## src/rtl/axi_rd_arbiter_if.sv

```systemverilog
// rtl/axi_rd_arbiter_if.sv - bundle of requester, write-hazard and AXI AR/R signals for axi_rd_arbiter
//
// Groups every signal of the read arbiter except clk/reset.
//   inst_*  : instruction-fetch SRAM-style request/response
//   data_*  : data-access SRAM-style request/response (reads only)
//   wr_*    : pending-write indication used for the read-after-write hold
//   ar*/r*  : AXI read address and read data channels
// Modports:
//   master : the arbiter (drives AR, rready, addr_ok/data_ok/rdata)
//   slave  : the environment (requesters, write side and AXI slave)

interface axi_rd_arbiter_if;
  logic        inst_req;
  logic [31:0] inst_addr;
  logic [1:0]  inst_size;
  logic        inst_addr_ok;
  logic        inst_data_ok;
  logic [31:0] inst_rdata;

  logic        data_req;
  logic [31:0] data_addr;
  logic [1:0]  data_size;
  logic        data_addr_ok;
  logic        data_data_ok;
  logic [31:0] data_rdata;

  logic        wr_busy;
  logic [31:0] wr_addr;

  logic [3:0]  arid;
  logic [31:0] araddr;
  logic [7:0]  arlen;
  logic [2:0]  arsize;
  logic [1:0]  arburst;
  logic [1:0]  arlock;
  logic [3:0]  arcache;
  logic [2:0]  arprot;
  logic        arvalid;
  logic        arready;

  logic [3:0]  rid;
  logic [31:0] rdata;
  logic        rvalid;
  logic        rready;

  modport master (
    input  inst_req, inst_addr, inst_size,
    output inst_addr_ok, inst_data_ok, inst_rdata,
    input  data_req, data_addr, data_size,
    output data_addr_ok, data_data_ok, data_rdata,
    input  wr_busy, wr_addr,
    output arid, araddr, arlen, arsize, arburst, arlock, arcache, arprot, arvalid,
    input  arready,
    input  rid, rdata, rvalid,
    output rready
  );

  modport slave (
    output inst_req, inst_addr, inst_size,
    input  inst_addr_ok, inst_data_ok, inst_rdata,
    output data_req, data_addr, data_size,
    input  data_addr_ok, data_data_ok, data_rdata,
    output wr_busy, wr_addr,
    input  arid, araddr, arlen, arsize, arburst, arlock, arcache, arprot, arvalid,
    output arready,
    output rid, rdata, rvalid,
    input  rready
  );
endinterface

```

## src/rtl/axi_rd_arbiter.sv

```systemverilog
// rtl/axi_rd_arbiter.sv - shares one AXI read channel between instruction fetch and data access
//
// Accepts SRAM-style read requests from two requesters, grants one at a time
// (data has fixed priority), issues single-beat AXI reads tagged with
// arid 0 (inst) / 1 (data) and routes R beats back by rid.
// Ports:
//   clk   : clock, all state on the rising edge
//   reset : asynchronous, active-high reset
//   bus   : axi_rd_arbiter_if.master (requesters, wr_busy/wr_addr, AR, R)
// Parameters:
//   MAX_OUT : outstanding reads allowed per requester ID
//   CNT_W   : width of each outstanding counter (must hold MAX_OUT)

module axi_rd_arbiter #(
  parameter int MAX_OUT = 2,
  parameter int CNT_W   = 2
) (
  input  logic              clk,
  input  logic              reset,
  axi_rd_arbiter_if.master  bus
);

  typedef enum logic {
    IDLE  = 1'b0,
    ISSUE = 1'b1
  } state_t;

  state_t           state;
  logic [CNT_W-1:0] cnt_inst;
  logic [CNT_W-1:0] cnt_data;
  logic [31:0]      addr_q;
  logic [1:0]       size_q;
  logic             id_q;
  logic             arvalid_q;
  logic             rready_q;

  logic raw_hazard;
  logic inst_elig;
  logic data_elig;
  logic grant_inst;
  logic grant_data;
  logic r_hs;
  logic rsp_inst;
  logic rsp_data;
  logic ar_hs;
  logic ar_inst;
  logic ar_data;

  // Only the word address matters for the hazard; byte lanes are ignored.
  logic unused_wr_lsb;
  assign unused_wr_lsb = ^bus.wr_addr[1:0];

  always_comb begin
    raw_hazard = bus.wr_busy && (bus.wr_addr[31:2] == bus.data_addr[31:2]);
    inst_elig  = bus.inst_req && (cnt_inst < CNT_W'(MAX_OUT));
    data_elig  = bus.data_req && (cnt_data < CNT_W'(MAX_OUT)) && !raw_hazard;
    grant_data = !reset && (state == IDLE) && data_elig;
    grant_inst = !reset && (state == IDLE) && !data_elig && inst_elig;
    // Beats for an unknown ID or an ID with nothing outstanding are consumed
    // (rready stays high) but never surface as data_ok.
    r_hs       = !reset && bus.rvalid && rready_q;
    rsp_inst   = r_hs && (bus.rid == 4'd0) && (cnt_inst != '0);
    rsp_data   = r_hs && (bus.rid == 4'd1) && (cnt_data != '0);
    ar_hs      = (state == ISSUE) && arvalid_q && bus.arready;
    ar_inst    = ar_hs && !id_q;
    ar_data    = ar_hs && id_q;
  end

  // Issue and retire on the same ID in one cycle cancel out.
  function automatic logic [CNT_W-1:0] next_cnt(input logic [CNT_W-1:0] c,
                                               input logic inc, input logic dec);
    case ({inc, dec})
      2'b10:   return c + CNT_W'(1);
      2'b01:   return c - CNT_W'(1);
      default: return c;
    endcase
  endfunction

  always_ff @(posedge clk or posedge reset) begin
    if (reset) begin
      state     <= IDLE;
      arvalid_q <= 1'b0;
      rready_q  <= 1'b0;
      cnt_inst  <= '0;
      cnt_data  <= '0;
      addr_q    <= '0;
      size_q    <= '0;
      id_q      <= 1'b0;
    end else begin
      rready_q <= 1'b1;
      cnt_inst <= next_cnt(cnt_inst, ar_inst, rsp_inst);
      cnt_data <= next_cnt(cnt_data, ar_data, rsp_data);
      case (state)
        IDLE: begin
          if (grant_data || grant_inst) begin
            addr_q    <= grant_data ? bus.data_addr : bus.inst_addr;
            size_q    <= grant_data ? bus.data_size : bus.inst_size;
            id_q      <= grant_data;
            arvalid_q <= 1'b1;
            state     <= ISSUE;
          end
        end
        ISSUE: begin
          if (bus.arready) begin
            arvalid_q <= 1'b0;
            state     <= IDLE;
          end
        end
        default: state <= IDLE;
      endcase
    end
  end

  assign bus.inst_addr_ok = grant_inst;
  assign bus.data_addr_ok = grant_data;
  assign bus.inst_data_ok = rsp_inst;
  assign bus.data_data_ok = rsp_data;
  assign bus.inst_rdata   = bus.rdata;
  assign bus.data_rdata   = bus.rdata;

  assign bus.arid    = {3'b000, id_q};
  assign bus.araddr  = addr_q;
  assign bus.arlen   = 8'd0;
  assign bus.arsize  = {1'b0, size_q};
  assign bus.arburst = 2'b01;
  assign bus.arlock  = 2'b00;
  assign bus.arcache = 4'd0;
  assign bus.arprot  = 3'd0;
  assign bus.arvalid = arvalid_q;
  assign bus.rready  = rready_q;

endmodule
```

## src/flat_wrapper.sv

```systemverilog
// flat-port wrapper written by rule: the top's interface ports become plain ports
module axi_rd_arbiter_flat 
#(
  parameter int MAX_OUT = 2,
  parameter int CNT_W   = 2
)
  (clk, reset, bus_inst_req, bus_inst_addr, bus_inst_size, bus_inst_addr_ok, bus_inst_data_ok, bus_inst_rdata, bus_data_req, bus_data_addr, bus_data_size, bus_data_addr_ok, bus_data_data_ok, bus_data_rdata, bus_wr_busy, bus_wr_addr, bus_arid, bus_araddr, bus_arlen, bus_arsize, bus_arburst, bus_arlock, bus_arcache, bus_arprot, bus_arvalid, bus_arready, bus_rid, bus_rdata, bus_rvalid, bus_rready);
  axi_rd_arbiter_if bus_i ();
  input  logic clk;
  input  logic reset;
  input wire logic [$bits(bus_i.inst_req)-1:0] bus_inst_req;
  input wire logic [$bits(bus_i.inst_addr)-1:0] bus_inst_addr;
  input wire logic [$bits(bus_i.inst_size)-1:0] bus_inst_size;
  output wire logic [$bits(bus_i.inst_addr_ok)-1:0] bus_inst_addr_ok;
  output wire logic [$bits(bus_i.inst_data_ok)-1:0] bus_inst_data_ok;
  output wire logic [$bits(bus_i.inst_rdata)-1:0] bus_inst_rdata;
  input wire logic [$bits(bus_i.data_req)-1:0] bus_data_req;
  input wire logic [$bits(bus_i.data_addr)-1:0] bus_data_addr;
  input wire logic [$bits(bus_i.data_size)-1:0] bus_data_size;
  output wire logic [$bits(bus_i.data_addr_ok)-1:0] bus_data_addr_ok;
  output wire logic [$bits(bus_i.data_data_ok)-1:0] bus_data_data_ok;
  output wire logic [$bits(bus_i.data_rdata)-1:0] bus_data_rdata;
  input wire logic [$bits(bus_i.wr_busy)-1:0] bus_wr_busy;
  input wire logic [$bits(bus_i.wr_addr)-1:0] bus_wr_addr;
  output wire logic [$bits(bus_i.arid)-1:0] bus_arid;
  output wire logic [$bits(bus_i.araddr)-1:0] bus_araddr;
  output wire logic [$bits(bus_i.arlen)-1:0] bus_arlen;
  output wire logic [$bits(bus_i.arsize)-1:0] bus_arsize;
  output wire logic [$bits(bus_i.arburst)-1:0] bus_arburst;
  output wire logic [$bits(bus_i.arlock)-1:0] bus_arlock;
  output wire logic [$bits(bus_i.arcache)-1:0] bus_arcache;
  output wire logic [$bits(bus_i.arprot)-1:0] bus_arprot;
  output wire logic [$bits(bus_i.arvalid)-1:0] bus_arvalid;
  input wire logic [$bits(bus_i.arready)-1:0] bus_arready;
  input wire logic [$bits(bus_i.rid)-1:0] bus_rid;
  input wire logic [$bits(bus_i.rdata)-1:0] bus_rdata;
  input wire logic [$bits(bus_i.rvalid)-1:0] bus_rvalid;
  output wire logic [$bits(bus_i.rready)-1:0] bus_rready;
  assign bus_i.inst_req = bus_inst_req;
  assign bus_i.inst_addr = bus_inst_addr;
  assign bus_i.inst_size = bus_inst_size;
  assign bus_inst_addr_ok = bus_i.inst_addr_ok;
  assign bus_inst_data_ok = bus_i.inst_data_ok;
  assign bus_inst_rdata = bus_i.inst_rdata;
  assign bus_i.data_req = bus_data_req;
  assign bus_i.data_addr = bus_data_addr;
  assign bus_i.data_size = bus_data_size;
  assign bus_data_addr_ok = bus_i.data_addr_ok;
  assign bus_data_data_ok = bus_i.data_data_ok;
  assign bus_data_rdata = bus_i.data_rdata;
  assign bus_i.wr_busy = bus_wr_busy;
  assign bus_i.wr_addr = bus_wr_addr;
  assign bus_arid = bus_i.arid;
  assign bus_araddr = bus_i.araddr;
  assign bus_arlen = bus_i.arlen;
  assign bus_arsize = bus_i.arsize;
  assign bus_arburst = bus_i.arburst;
  assign bus_arlock = bus_i.arlock;
  assign bus_arcache = bus_i.arcache;
  assign bus_arprot = bus_i.arprot;
  assign bus_arvalid = bus_i.arvalid;
  assign bus_i.arready = bus_arready;
  assign bus_i.rid = bus_rid;
  assign bus_i.rdata = bus_rdata;
  assign bus_i.rvalid = bus_rvalid;
  assign bus_rready = bus_i.rready;
  axi_rd_arbiter #(.MAX_OUT(MAX_OUT), .CNT_W(CNT_W)) u_core (.clk(clk), .reset(reset), .bus(bus_i));
endmodule
```

## config.mk

```make
export PLATFORM = sky130hd
export DESIGN_NAME = axi_rd_arbiter_flat
export DESIGN_NICKNAME = d
export VERILOG_FILES = /design/src/rtl/axi_rd_arbiter_if.sv /design/src/rtl/axi_rd_arbiter.sv /design/src/flat_wrapper.sv
export SDC_FILE = /design/constraint.sdc
export NUM_CORES = 1
export LEC_CHECK = 0
export ABC_CLOCK_PERIOD_IN_PS = 3400
export CAP_MARGIN = 0
export CORE_AREA = 2 2 106 108
export DETAILED_ROUTE_END_ITERATION = 7
export DIE_AREA = 0 0 108 110
export PLACE_DENSITY = 0.86
export SLEW_MARGIN = 20
export SYNTH_ARGS = -nofsm -noshare
export SYNTH_HDL_FRONTEND = slang
export SYNTH_SLANG_ARGS = --single-unit
```

## constraint.sdc

```tcl
create_clock -name clk -period 3.4 [get_ports clk]
set_input_delay 0.68 -clock clk [delete_from_list [all_inputs] [get_ports clk]]
set_output_delay 0.68 -clock clk [all_outputs]
set_load 0.005 [all_outputs]
```

==> qor_table.md, run 1 <==
| Stage | Result | Reported |
|---|---|---|
| outcome | Outcome | complete, no violations |
| global route | Total routing usage reported by global routing | 14.2% |
| placement | Port Buf Inserts | 149 |
| global route | Final global-route overflow total | 0 |
| critical path | Type of destination of the critical path | output pin |
| final layout | Final Net Count | 557 |
| final layout | Area growth, synth to finish | 42.3% |
| pwr | Clock share of power | 14.4% |
| placement | Pre-CTS setup slack | -0.172 ns |
| sta | Slew at the pin closest to its max-slew limit | 0.928 ns |
| clock tree | H-tree depth | 2 |
| pwr | IR Drop Worst-Case VDD | 0.000259 V |
| sta | Setup slack of the critical path after layout | 0.118 ns |
| route | Iteration-0 DRC count of the detailed router | 165 |
| floorplanning | Horizontal die dimension | 108 um |
| pwr | Switching share of total power | 31.7% |
| logic synthesis | Leading cell types by total area after synthesis | sky130_fd_sc_hd__dfrtp_1 (35%), sky130_fd_sc_hd__buf_4 (22%), sky130_fd_sc_hd__xnor2_1 (10%), sky130_fd_sc_hd__a221o_1 (7.8%), sky130_fd_sc_hd__nor2_1 (4.9%) |
| final layout | Most frequent standard cell in the layout excluding fill and tap cells | sky130_fd_sc_hd__clkdlybuf4s50_1 |
| critical path | Largest fanout on the critical path | 2 |
| route | Pre-Repair DR Iteration Count | 4 |
| sta | Final setup violation count | 0 |
| route | Mean number of vias per cell | 4.54 |
| sta | Max-slew violation count | 0 |
| sta | Setup repair after global routing missed its margin | false |
| final layout | Core Util, Final | 39.5% |
| floorplanning | Die ar. | 0.0119 mm^2 |
| pwr | Relative contribution of sequential cells to total power | 36.3% |
| clock tree | Number of buffers inserted during clock tree synthesis | 5 |
| logic synthesis | Top cell type's share of synthesized area | 35.4% |
| sta | Worst setup skew after layout | 0.00833 ns |
| final layout | Number of inserted diodes | 0 |
| critical path | Startpoint Class | input pin |
| sta | Highest clock frequency the design can meet | 305 MHz |
| clock tree | Buffer depth of the longest clock path | 2 |
| pwr | Power per unit of standard cell area | 561 mW/mm^2 |
| route | Remaining routing DRC violations | 0 |
| clock tree | TritonCTS clock tree | built |
| clock tree | Hold buffer count at CTS | 0 |
| clock tree | Skew-Pair Late Insertion Delay | 0.29 ns |
| global route | First-pass GRT wire length | 12.9 mm |
| logic synthesis | Number of flip-flops and latches in the synthesized netlist | 42 |
| route | Antenna Nets Post-Route | 0 |
| global route | Vias in the first global route | 2509 |
| sta | Worst slew margin | 38.1% |
| global route | Antenna violations before repair | 0 |
| worst hold path | HP Class | register to register |
| logic synthesis | Mean area per synthesized cell | 9.25 um^2 |
| run | Reported max-cap violation count | 0 |
| logic synthesis | Synthesized cell area | 0.00297 mm^2 |
| final layout | Commonest cells after routing, fill and taps aside | sky130_fd_sc_hd__clkdlybuf4s50_1 (144), sky130_fd_sc_hd__dfrtp_1 (42), sky130_fd_sc_hd__nor2_1 (39) |
| pwr | Design internal power | 1620 uW |
| sta | Shortest clock period the worst path allows after layout | 3.28 ns |
| final layout | Final Non-Filler Cells | 553 |
| floorplanning | Effective utilization at floorplan | 27.8% |
| logic synthesis | Warning count from the yosys run | 0 |
| pwr | NetSw | 751 uW |
| logic synthesis | Synth area leader | sky130_fd_sc_hd__dfrtp_1 |
| final layout | Fraction of layout instances using a drive strength above 1 | 10.9% |
| sta | Final critical-path share of the clock period | 96.5% |
| floorplanning | Number of standard-cell rows in the floorplan | 38 |
| floorplanning | Ports placed on the boundary | 271 |
| critical path | Kind of critical path | input pin to output pin |
| critical path | Signal arrival time at the worst endpoint | 2.60 ns |
| route | Vias | 2513 |
| sta | Final hold violations | 0 |
| pwr | Reported leakage power | 0.00181 uW |
| floorplanning | Area of the core region | 0.0107 mm^2 |
| clock tree | Clock transition at path regs | 0.08 ns |
| critical path | WP data required | 2.72 ns |
| clock tree | Buffer type at the clock tree root | sky130_fd_sc_hd__clkbuf_8 |
| placement | Number of placed instances, taps included | 544 |
| route | Total Wirelength | 8.74 mm |
| route | Average wire per standard cell | 15.8 um |
| placement | DPL Wire Length | 6.65 mm |
| sta | Final-layout worst hold slack | 0.496 ns |
| placement | Gp weighted congestion | 0.738 |
| global route | Pin count of the biggest net entering global routing | 71 |
| clock tree | # clock sinks | 42 |
| logic synthesis | Gate count after technology mapping | 321 |
| floorplanning | Y dimension of the die | 110 um |
| pwr | Combinational share of power | 49.3% |
| logic synthesis | Cell variety after synth | 27 |
| logic synthesis | Share of the yosys chip area belonging to registers | 35.4% |
[power groups by stage]
stage	logic (uW)	clock network [uW]	registers [uW]
after floorplan	581	0	873
after global placement	1140	0	859
after detailed placement	1170	0	868
after CTS	1180	362	862
after global routing	1280	383	893
final	1170	343	861
[through the flow]
| stage | TNS [ns] | cell area (um^2) | total power, uW |
|---|---|---|---|
| 2_1_floorplan | 0 | 3050 | 1450 |
| 3_3_place_gp | -0.206 | 4090 | 2000 |
| 3_5_place_dp | -0.172 | 4090 | 2040 |
| 4_1_cts | 0 | 4230 | 2410 |
| 5_1_grt | 0 | 4230 | 2560 |
| 6_report | 0 | 4230 | 2370 |
[sequential cells by signal, summed over array words and instances (netlist names)]
signal,cells
u_core.size_q,2
u_core.cnt_inst,2
u_core.bus.arvalid,1
u_core.id_q,1
u_core.state,1
u_core.bus.rready,1
u_core.bus.araddr,32
u_core.cnt_data,2
[area by class of cell]
type                    count  area [um^2]
clock buffers               7         86.3
clock inverters             1         5.00
fillers                  1050         6470
inverters                   4         15.0
multi-input cells         196         1300
flip-flops and latches     42         1050
well taps                 140          175
repair buffers            163         1590
[cells in the mapped netlist (all sizes together)]
master	number
a21o	1
a21oi	1
a221o	34
a31oi	2
buf	94
clkbuf	7
conb	2
dfrtp	42
ha	2
inv	4
nand2	38
nand3	4
nand4	8
nand4b	1
nor2	39
nor3	1
nor4	3
o21ai	2
xnor2	35
xor2	1
[kinds of logic (layout without fill, tap and decap cells)]
group	count (synthesis)	in the layout	synth area share, %
adders and majority gates	2	2	0.843
AOI/OAI and AO/OA	40	40	13.7
other	2	24	0.253
xor gates and xnor gates	36	36	10.6
and+or+nand+nor	94	94	13.9
buffers and inverters	105	175	25.3
DFF	42	42	35.4
[timing repair]
| item | 4_1_cts | 5_1_grt |
|---|---|---|
| endpoints found under the setup margin | 1 | 0 |
| resized for setup | 11 | 0 |
| buffers inserted | 1 | 0 |
[routing by layer]
metal	track usage, %	up-vias	wire [um]
met5	0	-	0
met4	4.49	0	168
met3	3.82	20	676
met2	26.8	134	4500
met1	15.4	1199	3400
li1	-	1160	-
[final timing paths]
check                                                from                                to  slack, ns  depth (start not counted)
max                                     bus_data_addr[13]                  bus_data_addr_ok       0.12                          8
min                        u_core.cnt_inst[1]$_DFFE_PP0P_    u_core.cnt_inst[1]$_DFFE_PP0P_       0.50                          1
max reg2reg                        u_core.state$_DFF_PP0_  u_core.bus.araddr[7]$_DFFE_PP0P_       1.22                          6
min in group asynchronous                           reset    u_core.cnt_data[1]$_DFFE_PP0P_       1.00                          2
min reg2reg                u_core.cnt_inst[1]$_DFFE_PP0P_    u_core.cnt_inst[1]$_DFFE_PP0P_       0.50                          1
max in group asynchronous                           reset  u_core.bus.araddr[3]$_DFFE_PP0P_       1.83                          2
[critical path: stages]
cell and delay [ns]:
sky130_fd_sc_hd__clkdlybuf4s50_1 0.51, sky130_fd_sc_hd__xnor2_1 0.14, sky130_fd_sc_hd__nand4_1 0.17, sky130_fd_sc_hd__nor4_2 0.35, sky130_fd_sc_hd__buf_4 0.16, sky130_fd_sc_hd__buf_4 0.10
sky130_fd_sc_hd__a21oi_4 0.05, sky130_fd_sc_hd__clkdlybuf4s50_1 0.44
Note: power is estimated with default switching activity, not from simulation.
==> inputs of run 2 (changes only) <==
--- a/config.mk
+++ b/config.mk
@@ -6,11 +6,12 @@
 export NUM_CORES = 1
 export LEC_CHECK = 0
 export ABC_CLOCK_PERIOD_IN_PS = 3400
-export CAP_MARGIN = 0
 export CORE_AREA = 2 2 106 108
 export DETAILED_ROUTE_END_ITERATION = 7
 export DIE_AREA = 0 0 108 110
+export HOLD_SLACK_MARGIN = 0.12
 export PLACE_DENSITY = 0.86
+export SETUP_SLACK_MARGIN = 0.05
 export SLEW_MARGIN = 20
 export SYNTH_ARGS = -nofsm -noshare
 export SYNTH_HDL_FRONTEND = slang
==> run 2 against run 1 <==
Compared with the run above:
- sequential power hardly changed
- largest power group unchanged
- worst setup slack better by 0.077 ns
- clock power hardly changed
==> qor_table.md, run 2 (synthesized netlist as in run 1, its figures left out) <==
| Stage | Result | Reported | vs previous |
|---|---|---|---|
| floorplanning | Area of the core region | 0.0107 mm^2 | unchanged |
| critical path | Chain of cells forming the critical path | clkdlybuf4s50_1, xnor2_1, buf_4, nand4_1, nor4_2, buf_4, nand2_2, a31oi_4, dlygate4sd2_1 |  |
| clock tree | Skew-Pair Late Insertion Delay | 0.29 ns | about the same |
| critical path | Largest fanout on the critical path | 2 | unchanged |
| sta | Final hold violations | 0 | unchanged |
| final layout | Commonest cells after routing, fill and taps aside | sky130_fd_sc_hd__clkdlybuf4s50_1 (140), sky130_fd_sc_hd__dfrtp_1 (42), sky130_fd_sc_hd__nor2_1 (39) |  |
| critical path | Bufs and invs on worst path | 4 | unchanged |
| sta | Slew at the pin closest to its max-slew limit | 0.923 ns | -0.00492 ns |
| placement | Placement-stage cell area | 0.00409 mm^2 | unchanged |
| final layout | Total non-filler cell area in the finished layout | 0.00424 mm^2 | +0.41% |
| clock tree | H-tree depth | 2 | unchanged |
| placement | Gp weighted congestion | 0.738 | unchanged |
| clock tree | Buffer depth of the longest clock path | 2 | unchanged |
| critical path | R2R Path Start | u_core.state$_DFF_PP0_ |  |
| floorplanning | Horizontal die dimension | 108 um | unchanged |
| global route | Final global-route overflow total | 0 | unchanged |
| critical path | Largest incremental delay on the critical path | 0.41 ns | -0.10 ns |
| final layout | Final Net Count | 558 | +0.18% |
| route | Mean number of vias per cell | 4.54 | -0.10% |
| final layout | Area growth, synth to finish | 42.9% |  |
| critical path | Kind of critical path | input pin to output pin |  |
| floorplanning | Ports placed on the boundary | 271 | unchanged |
| clock tree | Clock transition at path regs | 0.08 ns | about the same |
| critical path | Logic depth of the worst setup path including buffers | 9 | +1 |
| outcome | Outcome | complete, no violations |  |
| critical path | Worst reg2reg path depth | 6 | unchanged |
| sta | Setup slack of the critical path after layout | 0.194 ns | +0.0768 ns |
| route | Iteration-0 DRC count of the detailed router | 149 | -9.7% |
| critical path | Family of cells with the greatest summed delay on the critical path | buffers and inverters |  |
| pwr | Power per unit of standard cell area | 558 mW/mm^2 | -0.54% |
| route | Remaining routing DRC violations | 0 | unchanged |
| final layout | Number of inserted diodes | 0 | unchanged |
| placement | DPL Wire Length | 6.65 mm | unchanged |
| critical path | Signal arrival time at the worst endpoint | 2.53 ns | -0.07 ns |
| critical path | Startpoint Class | input pin |  |
| sta | Final critical-path share of the clock period | 94.3% | -2.3 points |
| sta | Worst slew margin | 38.4% | +0.33 points |
| clock tree | Number of buffers inserted during clock tree synthesis | 5 | unchanged |
| route | Antenna Nets Post-Route | 0 | unchanged |
| clock tree | # clock sinks | 42 | unchanged |
| global route | Antenna violations before repair | 0 | unchanged |
| critical path | WP data required | 2.72 ns | about the same |
| critical path | Most Frequent Cell on Critical Path | sky130_fd_sc_hd__buf_4 |  |
| sta | Setup Total Neg Slack | 0 ns | unchanged |
| sta | Final setup violation count | 0 | unchanged |
| route | Pre-Repair DR Iteration Count | 5 | +1 |
| floorplanning | Die ar. | 0.0119 mm^2 | unchanged |
| route | Vias | 2515 | +0.080% |
| final layout | Max reg flops | 32 | unchanged |
| route | Average wire per standard cell | 15.8 um | about the same |
| final layout | Flip-flop and latch area | 0.00105 mm^2 | unchanged |
| global route | Pin count of the biggest net entering global routing | 71 | unchanged |
| critical path | Capture point of the worst path | bus_inst_addr_ok |  |
| global route | Total routing usage reported by global routing | 14.2% | unchanged |
| worst hold path | HP Class | register to register |  |
| global route | First-pass GRT wire length | 12.9 mm | unchanged |
| critical path | Worst reg2reg path endpoint | u_core.bus.araddr[7]$_DFFE_PP0P_ |  |
| clock tree | TritonCTS clock tree | built |  |
| placement | Port Buf Inserts | 149 | unchanged |
| critical path | Slack of the worst reg-to-reg path | 1.24 ns | +0.02 ns |
| route | Total Wirelength | 8.75 mm | +0.13% |
| pwr | PnR Total Power | 2370 uW | -0.13% |
| critical path | Slowest CP cell | sky130_fd_sc_hd__clkdlybuf4s50_1 |  |
| floorplanning | Number of standard-cell rows in the floorplan | 38 | unchanged |
| sta | Worst setup skew after layout | 0.00791 ns | -0.000416 ns |
| sta | Setup repair after global routing missed its margin | false |  |
| sta | Max-slew violation count | 0 | unchanged |
| floorplanning | Effective utilization at floorplan | 27.8% | unchanged |
| final layout | Area of the multi-input gates | 0.00130 mm^2 | unchanged |
| clock tree | Buffer type at the clock tree root | sky130_fd_sc_hd__clkbuf_8 |  |
| floorplanning | Y dimension of the die | 110 um | unchanged |
| pwr | Reported leakage power | 0.00186 uW | +2.8% |
| final layout | Most frequent standard cell in the layout excluding fill and tap cells | sky130_fd_sc_hd__clkdlybuf4s50_1 |  |
| run | Reported max-cap violation count | 0 | unchanged |
| global route | Vias in the first global route | 2509 | unchanged |
| critical path | Setup crit start | bus_wr_addr[4] |  |
| critical path | Type of destination of the critical path | output pin |  |
| sta | Highest clock frequency the design can meet | 312 MHz | +2.4% |
| final layout | Filler Cell Count | 1046 | -0.38% |
| placement | Pre-CTS setup slack | -0.172 ns | unchanged |
| final layout | Fraction of layout instances using a drive strength above 1 | 11.1% | +0.22 points |
| pwr | IR Drop Worst-Case VDD | 0.000259 V | about the same |
| sta | Shortest clock period the worst path allows after layout | 3.21 ns | -0.0768 ns |
## run 2: changes by cell type in the layout (fill, tap and decap cells not counted)
cell,change
sky130_fd_sc_hd__clkdlybuf4s50_1,-4
sky130_fd_sc_hd__dlymetal6s2s_1,+4
sky130_fd_sc_hd__buf_4,+1
## run 2: final cells by class
cell class / instances / share of cell area [%]
clock buffers: 7 / 2.03
clock inverters: 1 / 0.118
inverters: 4 / 0.354
multi-input cells: 196 / 30.7
flip-flops and latches: 42 / 24.8
well taps: 140 / 4.13
repair buffers: 164 / 37.9
## run 2: metrics by stage
step,hold WS [ns],util [%],instances
after floorplan,0.463,-,343
after global placement,0.485,38.2,544
after detailed placement,0.480,38.2,544
after CTS,0.496,39.5,553
after global routing,0.534,39.7,554
final,0.496,39.7,554
## run 2: repair_timing
| action | 4_1_cts | 5_1_grt |
|---|---|---|
| gates resized for setup | 11 | 4 |
| endpoints found under the setup margin | 2 | 1 |
| pin swaps | 6 | 4 |
| hold buffers | 0 | 0 |
| buffers inserted | 1 | 1 |
## run 2: how the worst min path moves through the flow
stage | start | end | slack, ns | cells after the start
2_1_floorplan | u_core.cnt_inst[1]$_DFFE_PP0P_ | u_core.cnt_inst[1]$_DFFE_PP0P_ | 0.46 | 1
3_3_place_gp | u_core.cnt_inst[1]$_DFFE_PP0P_ | u_core.cnt_inst[1]$_DFFE_PP0P_ | 0.49 | 1
3_5_place_dp | u_core.cnt_inst[1]$_DFFE_PP0P_ | u_core.cnt_inst[1]$_DFFE_PP0P_ | 0.48 | 1
4_1_cts | u_core.cnt_inst[1]$_DFFE_PP0P_ | u_core.cnt_inst[1]$_DFFE_PP0P_ | 0.50 | 1
5_1_grt | u_core.cnt_inst[1]$_DFFE_PP0P_ | u_core.cnt_inst[1]$_DFFE_PP0P_ | 0.53 | 1
6_report | u_core.cnt_inst[1]$_DFFE_PP0P_ | u_core.cnt_inst[1]$_DFFE_PP0P_ | 0.50 | 1
## run 2: per-layer routing
metal	part of all wire (%)	track usage (%)
met1	39	15.4
met2	51	26.8
met3	8.0	3.82
met4	1.9	4.49
met5	0	0
## run 2: report_power, final
group / switching [uW] / internal [uW] / leakage, uW
sequential: 137 / 724 / 0.000518
combinational: 435 / 732 / 0.00129
clock: 177 / 164 / 0.0000482
==> inputs of run 3 (changes only) <==
--- a/config.mk
+++ b/config.mk
@@ -16,3 +16,4 @@
 export SYNTH_ARGS = -nofsm -noshare
 export SYNTH_HDL_FRONTEND = slang
 export SYNTH_SLANG_ARGS = --single-unit
+export TNS_END_PERCENT = 1
==> results of run 3 <==
Final layout, timing and power as in run 2 (identical DEF).
